File: src/rtl/j1_io_bus_ctrl_if.sv
// J1 I/O bus bundle: CPU strobes/address/data plus the per-slot peripheral
// chip selects, read data and acks. The environment (CPU and peripherals)
// uses the master view; the bus controller uses the slave view.
interface j1_io_bus_ctrl_if #(
    parameter int NSLOTS = 8
);
    logic                   io_rd;
    logic                   io_wr;
    logic [15:0]            io_addr;
    logic [15:0]            io_dout;
    logic [15:0]            io_din;
    logic                   io_wait;
    logic [NSLOTS-1:0]      cs;
    logic [16*NSLOTS-1:0]   slv_dout;
    logic [NSLOTS-1:0]      slv_ack;

    modport master (
        output io_rd, io_wr, io_addr, io_dout, slv_dout, slv_ack,
        input  io_din, io_wait, cs
    );

    modport slave (
        input  io_rd, io_wr, io_addr, io_dout, slv_dout, slv_ack,
        output io_din, io_wait, cs
    );
endinterface

File: src/rtl/j1_io_bus_ctrl.sv
// J1 I/O bus controller: decodes the CPU I/O page to one-hot slot selects,
// stalls the CPU for wait-state peripherals, aborts hung accesses after
// TIMEOUT cycles and keeps a small CPU-readable error status page.
module j1_io_bus_ctrl #(
    parameter int          NSLOTS     = 8,
    parameter logic [7:0]  BASE_HI    = 8'h67,
    parameter logic [7:0]  STATUS_HI  = 8'h7F,
    parameter logic [15:0] DEFAULT_RD = 16'h0666,
    parameter int          TIMEOUT    = 15
) (
    input  logic            sys_clk_i,
    input  logic            sys_rst_i,
    j1_io_bus_ctrl_if.slave bus
);

    localparam logic [7:0] NSLOTS8      = 8'(NSLOTS);
    localparam logic [7:0] TIMEOUT_LAST = 8'(TIMEOUT - 1);

    typedef enum logic {
        ST_IDLE,
        ST_WAIT
    } state_t;

    state_t      state_q, state_d;
    logic [7:0]  waitCnt_q, waitCnt_d;
    logic [3:0]  slot_q, slot_d;
    logic [15:0] addr_q, addr_d;
    logic [1:0]  errFlags_q, errFlags_d;
    logic [15:0] errAddr_q, errAddr_d;
    logic [7:0]  toCount_q, toCount_d;

    logic [7:0]        page;
    logic [7:0]        offset;
    logic              req;
    logic              hit;
    logic              isStatus;
    logic [3:0]        selIdx;
    logic              selAck;
    logic [15:0]       selData;
    logic [NSLOTS-1:0] selOneHot;
    logic              unusedBits;

    assign page     = bus.io_addr[15:8];
    assign offset   = page - BASE_HI;
    assign req      = bus.io_rd | bus.io_wr;
    assign hit      = (page >= BASE_HI) && (offset < NSLOTS8);
    assign isStatus = (page == STATUS_HI);
    // While stalled the latched slot is used so a wandering io_addr cannot move the select
    assign selIdx   = (state_q == ST_WAIT) ? slot_q : offset[3:0];
    assign unusedBits = ^{bus.io_addr[7:2], bus.io_addr[0], bus.io_dout[14:2]};

    // Pick the ack, read data and chip select of the slot currently addressed
    always_comb begin
        selAck    = 1'b0;
        selData   = '0;
        selOneHot = '0;
        for (int k = 0; k < NSLOTS; k++) begin
            if (selIdx == 4'(k)) begin
                selAck       = bus.slv_ack[k];
                selData      = bus.slv_dout[16*k +: 16];
                selOneHot[k] = 1'b1;
            end
        end
    end

    // Access FSM: decode, stall/timeout handling and status register updates
    always_comb begin
        state_d     = state_q;
        waitCnt_d   = waitCnt_q;
        slot_d      = slot_q;
        addr_d      = addr_q;
        errFlags_d  = errFlags_q;
        errAddr_d   = errAddr_q;
        toCount_d   = toCount_q;
        bus.cs      = '0;
        bus.io_wait = 1'b0;
        bus.io_din  = DEFAULT_RD;
        if (!sys_rst_i) begin
            case (state_q)
                ST_IDLE: begin
                    if (req && hit) begin
                        bus.cs = selOneHot;
                        if (selAck) begin
                            bus.io_din = selData;
                        end else begin
                            bus.io_wait = 1'b1;
                            slot_d      = offset[3:0];
                            addr_d      = bus.io_addr;
                            waitCnt_d   = '0;
                            state_d     = ST_WAIT;
                        end
                    end else if (req && isStatus) begin
                        if (bus.io_rd) begin
                            bus.io_din = bus.io_addr[1] ? errAddr_q
                                                        : {toCount_q, 6'b0, errFlags_q};
                        end
                        if (bus.io_wr && !bus.io_addr[1]) begin
                            errFlags_d = errFlags_q & ~bus.io_dout[1:0];
                            if (bus.io_dout[15]) begin
                                toCount_d = '0;
                            end
                        end
                    end else if (req) begin
                        errFlags_d[0] = 1'b1;
                        if (errFlags_q == 2'b00) begin
                            errAddr_d = bus.io_addr;
                        end
                    end
                end
                ST_WAIT: begin
                    bus.cs = selOneHot;
                    if (selAck) begin
                        bus.io_din = selData;
                        state_d    = ST_IDLE;
                    end else if (waitCnt_q == TIMEOUT_LAST) begin
                        state_d       = ST_IDLE;
                        errFlags_d[1] = 1'b1;
                        if (toCount_q != 8'hFF) begin
                            toCount_d = toCount_q + 8'd1;
                        end
                        if (errFlags_q == 2'b00) begin
                            errAddr_d = addr_q;
                        end
                    end else begin
                        bus.io_wait = 1'b1;
                        waitCnt_d   = waitCnt_q + 8'd1;
                    end
                end
                default: state_d = ST_IDLE;
            endcase
        end
    end

    // State and status registers with synchronous reset
    always_ff @(posedge sys_clk_i) begin
        if (sys_rst_i) begin
            state_q    <= ST_IDLE;
            waitCnt_q  <= '0;
            slot_q     <= '0;
            addr_q     <= '0;
            errFlags_q <= '0;
            errAddr_q  <= '0;
            toCount_q  <= '0;
        end else begin
            state_q    <= state_d;
            waitCnt_q  <= waitCnt_d;
            slot_q     <= slot_d;
            addr_q     <= addr_d;
            errFlags_q <= errFlags_d;
            errAddr_q  <= errAddr_d;
            toCount_q  <= toCount_d;
        end
    end

endmodule
File: src/flat_wrapper.sv
// flat-port wrapper written by rule: the top's interface ports become plain ports
module j1_io_bus_ctrl_flat 
#(
    parameter int          NSLOTS     = 8,
    parameter logic [7:0]  BASE_HI    = 8'h67,
    parameter logic [7:0]  STATUS_HI  = 8'h7F,
    parameter logic [15:0] DEFAULT_RD = 16'h0666,
    parameter int          TIMEOUT    = 15
)
  (sys_clk_i, sys_rst_i, bus_io_rd, bus_io_wr, bus_io_addr, bus_io_dout, bus_slv_dout, bus_slv_ack, bus_io_din, bus_io_wait, bus_cs);
  j1_io_bus_ctrl_if #(.NSLOTS(NSLOTS)) bus_i ();
  input  logic sys_clk_i;
  input  logic sys_rst_i;
  input wire logic [$bits(bus_i.io_rd)-1:0] bus_io_rd;
  input wire logic [$bits(bus_i.io_wr)-1:0] bus_io_wr;
  input wire logic [$bits(bus_i.io_addr)-1:0] bus_io_addr;
  input wire logic [$bits(bus_i.io_dout)-1:0] bus_io_dout;
  input wire logic [$bits(bus_i.slv_dout)-1:0] bus_slv_dout;
  input wire logic [$bits(bus_i.slv_ack)-1:0] bus_slv_ack;
  output wire logic [$bits(bus_i.io_din)-1:0] bus_io_din;
  output wire logic [$bits(bus_i.io_wait)-1:0] bus_io_wait;
  output wire logic [$bits(bus_i.cs)-1:0] bus_cs;
  assign bus_i.io_rd = bus_io_rd;
  assign bus_i.io_wr = bus_io_wr;
  assign bus_i.io_addr = bus_io_addr;
  assign bus_i.io_dout = bus_io_dout;
  assign bus_i.slv_dout = bus_slv_dout;
  assign bus_i.slv_ack = bus_slv_ack;
  assign bus_io_din = bus_i.io_din;
  assign bus_io_wait = bus_i.io_wait;
  assign bus_cs = bus_i.cs;
  j1_io_bus_ctrl #(.NSLOTS(NSLOTS), .BASE_HI(BASE_HI), .STATUS_HI(STATUS_HI), .DEFAULT_RD(DEFAULT_RD), .TIMEOUT(TIMEOUT)) u_core (.sys_clk_i(sys_clk_i), .sys_rst_i(sys_rst_i), .bus(bus_i));
endmodule
File: config.mk
export PLATFORM = sky130hd
export DESIGN_NAME = j1_io_bus_ctrl_flat
export DESIGN_NICKNAME = d
export VERILOG_FILES = /design/src/rtl/j1_io_bus_ctrl_if.sv /design/src/rtl/j1_io_bus_ctrl.sv /design/src/flat_wrapper.sv
export SDC_FILE = /design/constraint.sdc
export NUM_CORES = 1
export LEC_CHECK = 0
export BUFFER_PORTS_ARGS = -buffer_cell sky130_fd_sc_hd__clkbuf_2
export CAP_MARGIN = 20
export CORE_ASPECT_RATIO = 1.2
export CORE_UTILIZATION = 48
export DETAILED_ROUTE_END_ITERATION = 12
export GPL_TIMING_DRIVEN = 0
export PLACE_DENSITY = 0.78
export REMOVE_ABC_BUFFERS = 1
export SLEW_MARGIN = 20
export SYNTH_ARGS = -nofsm -noshare
export SYNTH_HDL_FRONTEND = slang
export SYNTH_SLANG_ARGS = --single-unit
File: constraint.sdc
create_clock -name sys_clk_i -period 3.3 [get_ports sys_clk_i]
set_input_delay 0.165 -clock sys_clk_i [delete_from_list [all_inputs] [get_ports sys_clk_i]]
set_output_delay 0.165 -clock sys_clk_i [all_outputs]
set_load 0.01 [all_outputs]
# Word-level counts from Yosys, hierarchy flattened
# Index checks and enable logic that the tools add are counted.
# op_classes
add_sub_neg,3
n_lt_le_gt_ge,2
n_eq_ne,25
n_mux,70
n_bitwise,6
n_reduce_logical,14
# op_table
operator,count
two-way mux 16 bit,21
two-way mux 8 bit,13
one-hot mux 16 bit (2 select lines),2
one-hot mux 8 bit (2 select lines),3
two-way mux 1 bit,26
!= test 2 bit (second input constant),10
adder 8 x 1 -> 8 bit (second input constant),2
equality test 4 x 3 -> 1 bit (second input constant),4
AND reduction 7 bit,2
!= test 2 x 1 -> 1 bit (second input constant),5
equality test 4 x 2 -> 1 bit (second input constant),2
equality test 8 x 4 -> 1 bit (second input constant),1
equality test 8 x 7 -> 1 bit (second input constant),1
greater-or-equal comparator 8 x 7 -> 1 bit (second input constant),1
less-than comparator 8 x 4 -> 1 bit (second input constant),1
!= test 8 bit (second input constant),1
AND reduction 4 bit,2
subtractor 8 x 7 -> 8 bit (second input constant),1
AND reduction 5 bit,1
equality test 4 x 1 -> 1 bit (second input constant),1
logical AND 1 bit,4
logical NOT 4 bit,1
two-way mux 2 bit,2
two-way mux 4 bit,1
other kinds (9),12
# word_totals
ff_bits,55
input_bits,172
output_inout_bits,25
wordCells,128

# Logic depth before layout (Yosys ltp)
# depth
depth_word,15
mapped_depth,11
mapped_depth_nobuf,8

# Worst setup path before layout
# No wires, ideal clock.
# synth_path
path_type,input -> output
from,input bus_io_addr[8]
to,output bus_io_din[2]
t_arrival_ns,2.542
required_time_ns,3.135
setup_slack_ns,0.593
cell_stages,9
n_path_buf,2
cell_sequence,ha_1 > buf_2 > nand2_1 > o21a_1 > clkbuf_1 > nor3_1 > nor4_1 > or3_1 > a32oi_1
# synth_via
elab_chain_cells,15
elab_cells_between_ends,37
cone_classes,add/sub (1); order compare (2); eq/ne (8); mux (22); reduce/logical (4)
# synth_lines
item,line,rtl
"start, declared",flat_wrapper.sv:16,input wire logic [$bits(bus_i.io_addr)-1:0] bus_io_addr;
subtractor 8 x 7 -> 8 bit,j1_io_bus_ctrl.sv:44,assign offset = page - BASE_HI;
two-way mux 4 bit,j1_io_bus_ctrl.sv:49,assign selIdx = (state_q == ST_WAIT) ? slot_q : offset[3:0];
logical NOT 4 bit,j1_io_bus_ctrl.sv:58,if (selIdx == 4'(k)) begin
two-way mux 16 bit or two-way mux 1 bit (tied branches) (8 in a row),j1_io_bus_ctrl.sv:58,
two-way mux 16 bit,"j1_io_bus_ctrl.sv:83, j1_io_bus_ctrl.sv:112",
two-way mux 16 bit,j1_io_bus_ctrl.sv:81,if (req && hit) begin
one-hot mux 16 bit (2 select lines) (*),j1_io_bus_ctrl.sv:79,case (state_q)
two-way mux 16 bit (*),j1_io_bus_ctrl.sv:78,if (!sys_rst_i) begin
"end, declared",flat_wrapper.sv:20,output wire logic [$bits(bus_i.io_din)-1:0] bus_io_din;
# Mark *: on every way between the ends. The rest lies on a longest branch, timed or not.

# Final worst setup path
# layout_path
from,register u_core.state_q
to,output bus_io_din[4]
# layout_via
elab_chain_cells,14
elab_cells_between_ends,30
cone_classes,eq/ne (7); mux (21); bitwise (1); reduce/logical (1)
# layout_lines
item,line,rtl
"start, declared",j1_io_bus_ctrl.sv:24,"state_t state_q, state_d;"
"start signal, assigned",j1_io_bus_ctrl.sv:145,state_q <= state_d;
two-way mux 4 bit,j1_io_bus_ctrl.sv:49,
logical NOT 4 bit,j1_io_bus_ctrl.sv:58,
two-way mux 16 bit or two-way mux 1 bit (tied branches) (8 in a row),j1_io_bus_ctrl.sv:58,
two-way mux 16 bit,"j1_io_bus_ctrl.sv:83, j1_io_bus_ctrl.sv:112",
two-way mux 16 bit,j1_io_bus_ctrl.sv:81,
one-hot mux 16 bit (2 select lines) (*),j1_io_bus_ctrl.sv:79,
two-way mux 16 bit (*),j1_io_bus_ctrl.sv:78,
# Marked as above.

==> impl_results.md <==
* Run status: completed
* Ports at between 150 and 200
* Setup Viol. Count Final at 0
* Bufs on Longest Clock Path at 2
* GPL Wtd Cong at roughly 0.97
* Top routing layer in use: met4
* Max VDD drop at roughly 0.00027 V
* Core area at 8750 um^2
* Hold WS at between 0.09 and 0.1 ns
* CTS tree: built
* Dpl hpwl at 13.1 mm
* Post-synthesis compound-gate area fraction at between 30% and 40%
* Rel. slew slack at a little over two fifths
* Worst EP required at roughly 3.1 ns
* Largest cells by area after synthesis: dfxtp_1 25%, a21oi_1 5.6%, mux2i_1 5.0%
* Cell taking the most area after synthesis: dfxtp_1
* Switching Share at between 30% and 40%
* Critical path fanouts, max at 36
* Tightest Pin Transition at between 0.8 and 0.9 ns
* Mean Syn Cell Area at 7.69 um^2
* Post-Syn Area at about 4400 um^2
* Grt total ovfl at 0
* Power per Cell Area at 292 nW/um^2
* Largest net degree at the start of global routing at 39
* Leading cell type in the layout, fill and taps excluded: clkbuf_2
* CP Capture Type: output port
* GRT Overall Usage at between 30% and 40%
* Critical path type: register to output port
* Post-synthesis simple-gate area fraction at about 25%
* Root Buffer: clkbuf_8
* Worst hold path class: input port to register
* Critical path startpoint category: register
* Layout cells sized above 1 at 36.2%
* Sw Pwr at between 0.6 and 0.7 mW
* WL met3 at 2.09 mm
* Most frequent cells in the layout: 182 x clkbuf_2, 54 x nand2_1, 54 x dfxtp_1, 49 x a21oi_1, 25 x nand3_1
* Post-Place Worst Slack at -1.04 ns
* YS warnings at 0
* 1st-iter DRT viols at about 580
* Fin nets at ~920
* Post-synthesis adder-cell area fraction at 1.13%
* Combinational power share at between 30% and 40%
* First-pass GRT wire length at between 20 and 30 mm
* Sequential fraction of design power at approximately two fifths
* Die Y at 107 um
* Initial Util at around half
* Total Routed Length at roughly 18 mm
* Die width at 89.6 um
* Hold buffer count at cts at 0
* CTS buffer count at 5
* P_leak at 2.46 nW
* Final worst path period need at approximately 3.3 ns
* Top_reg_cell synth: dfxtp_1
* Cell count after placement at 836
* Synth Instances at approximately 570
* Die area at approximately 9600 um^2
* WL met1 at 7.00 mm
* CTS H-tree lvls at 2
* Post-synth top area share at between 20 and 25%
* Vias at approximately 5600
* Final cell count without fillers at 860
* Drt drc at 0
* Clock Skew at ~0.012 ns
* Worst-path clk slew at about 0.11 ns
* Drt first pass iters at 6
* Area Growth Syn to Fin at 31.4%
* Sequential share of the synthesized area at roughly 25%
* Final WS setup at about 0.033 ns
* Met2 wire length at about 8.3 mm
* Number of synthesized flops with an enable pin at 0
* Routed len/inst at around 21 um
* Final core occ at 66.3%
* Final Hold Fails at 0
* Synth cell types at 68
* Inserted Diodes at 0
* Internal at around 1.1 mW
* Synth Area in XOR/XNOR at less than 1%
* # port buffers at 183
* Ys async rst share at 0%
* Post-synthesis register bit count at 55
* Skew-Pair Late Insertion Delay at around 0.31 ns
* Initial antenna violation count at 0
* Antenna Nets Post-Route at 0
* Max Clk Rate at 0.306 GHz
* Vias per inst at approximately 6.5
* Multiplexer area fraction after synthesis at 5.58%
* Fin. max-slew vios at 0
* Largest family of logic cells by synthesized area: compound AO/OA/AOI/OAI gates
* Row Count at 37
* Fin crit share at a little over nine tenths
* Max_cap viols at 0
* Vias in the first global route at 5000
* Crit path arrival time at slightly above 3 ns
* Number of fill cells at 778
* RSZ-0062 raised after global routing: yes
* Clock power share at 23.4%
* Clock sinks at 55
==> synth_stat cells, types with 6 or more instances <==
cell and instances:
nand2_1 57, dfxtp_1 55, a21oi_1 49, nor2_1 27
nand3_1 26, clkbuf_1 25, o21ai_0 24, a32oi_1 22
inv_1 22, mux2i_1 22, a211oi_1 17, nor3_1 14
o211ai_1 12, a22oi_1 11, buf_2 11, a221o_1 10
a21o_1 8, nor4_1 8, o22ai_1 8, o2bb2ai_1 8
or4_1 8, a22o_1 7, nand2b_1 7, nor2b_1 7
o31ai_1 7, o32ai_1 7, and2_1 6, nand4_1 6
or3b_2 6
==> worst max-delay path: stages, from the launching register on <==
cell	delay (ns)
dfxtp_4	0.50
buf_12	0.23
mux2i_2	0.75
nor2_2	0.27
a221o_1	0.39
a221o_1	0.29
o21ai_0	0.09
o21ai_0	0.10
clkbuf_2	0.15
==> worst paths after layout <==
kind                                                        from                                end  slack, ns  cells past startpoint
worst max-delay path                      u_core.state_q$_DFF_P_                      bus_io_din[4]       0.03                      8
worst min-delay path                              bus_io_addr[6]      u_core.addr_q[6]$_SDFFE_PP0P_       0.09                      3
worst max register to register            u_core.state_q$_DFF_P_  u_core.errAddr_q[14]$_SDFFE_PP0P_       0.18                      8
worst min register to register  u_core.errAddr_q[3]$_SDFFE_PP0P_   u_core.errAddr_q[3]$_SDFFE_PP0P_       0.47                      2
==> routing by layer <==
metal  track usage, %  up-vias
li1                 -     2573
met1             47.5     2608
met2             56.3      389
met3             8.31       54
met4             14.2        0
met5                0        -
==> timing repair <==
| action | CTS | global route |
|---|---|---|
| endpoints found under the setup margin | 61 | 47 |
| gates cloned | 1 | 0 |
| setup buffers | 7 | 8 |
| gates resized for setup | 30 | 15 |
| pin swaps | 4 | 6 |
==> power by group through the flow <==
| stage | combinational (mW) | sequential [mW] | clock (mW) |
|---|---|---|---|
| after global routing | 0.631 | 0.708 | 0.431 |
| after detailed placement | 0.502 | 0.721 | 0 |
| after CTS | 0.540 | 0.704 | 0.404 |
| after floorplan | 0.282 | 0.717 | 0 |
| final | 0.592 | 0.706 | 0.396 |
| after global placement | 0.484 | 0.722 | 0 |
==> cell type report <==
type / instances / area [um^2] / area share [%]
clock buffers: 5 / 68.8 / 1.19
clock inverters: 3 / 27.5 / 0.474
inverters: 22 / 86.3 / 1.49
multi-input cells: 456 / 3280 / 56.6
flip-flops and latches: 55 / 1100 / 19.0
well taps: 117 / 146 / 2.52
repair buffers: 202 / 1090 / 18.7
==> sequential cells by signal (all words and copies together), names as in the netlist <==
register / cells
u_core.state_q: 1
u_core.slot_q: 4
u_core.errFlags_q: 2
u_core.waitCnt_q: 8
u_core.toCount_q: 8
u_core.errAddr_q: 16
u_core.addr_q: 16
==> through the flow <==
stage               power [mW]  instance area [um^2]  setup TNS, ns
finish                    1.69                  5800              0
CTS                       1.65                  5650              0
global placement          1.21                  5300        -116.28
floorplan                0.999                  4240         -21.82
global route              1.77                  5800         -0.203
detailed placement        1.22                  5370         -44.95
==> cell families (layout without fill, tap and decap cells) <==
group,after synthesis,in the layout
AOI/OAI and AO/OA,219,219
and+or+nand+nor,204,205
buffers and inverters,64,232
DFF,55,55
muxes,24,24
adders and majority gates,4,4
xor gates and xnor gates,4,4
Note: power is estimated with default switching activity, not from simulation.
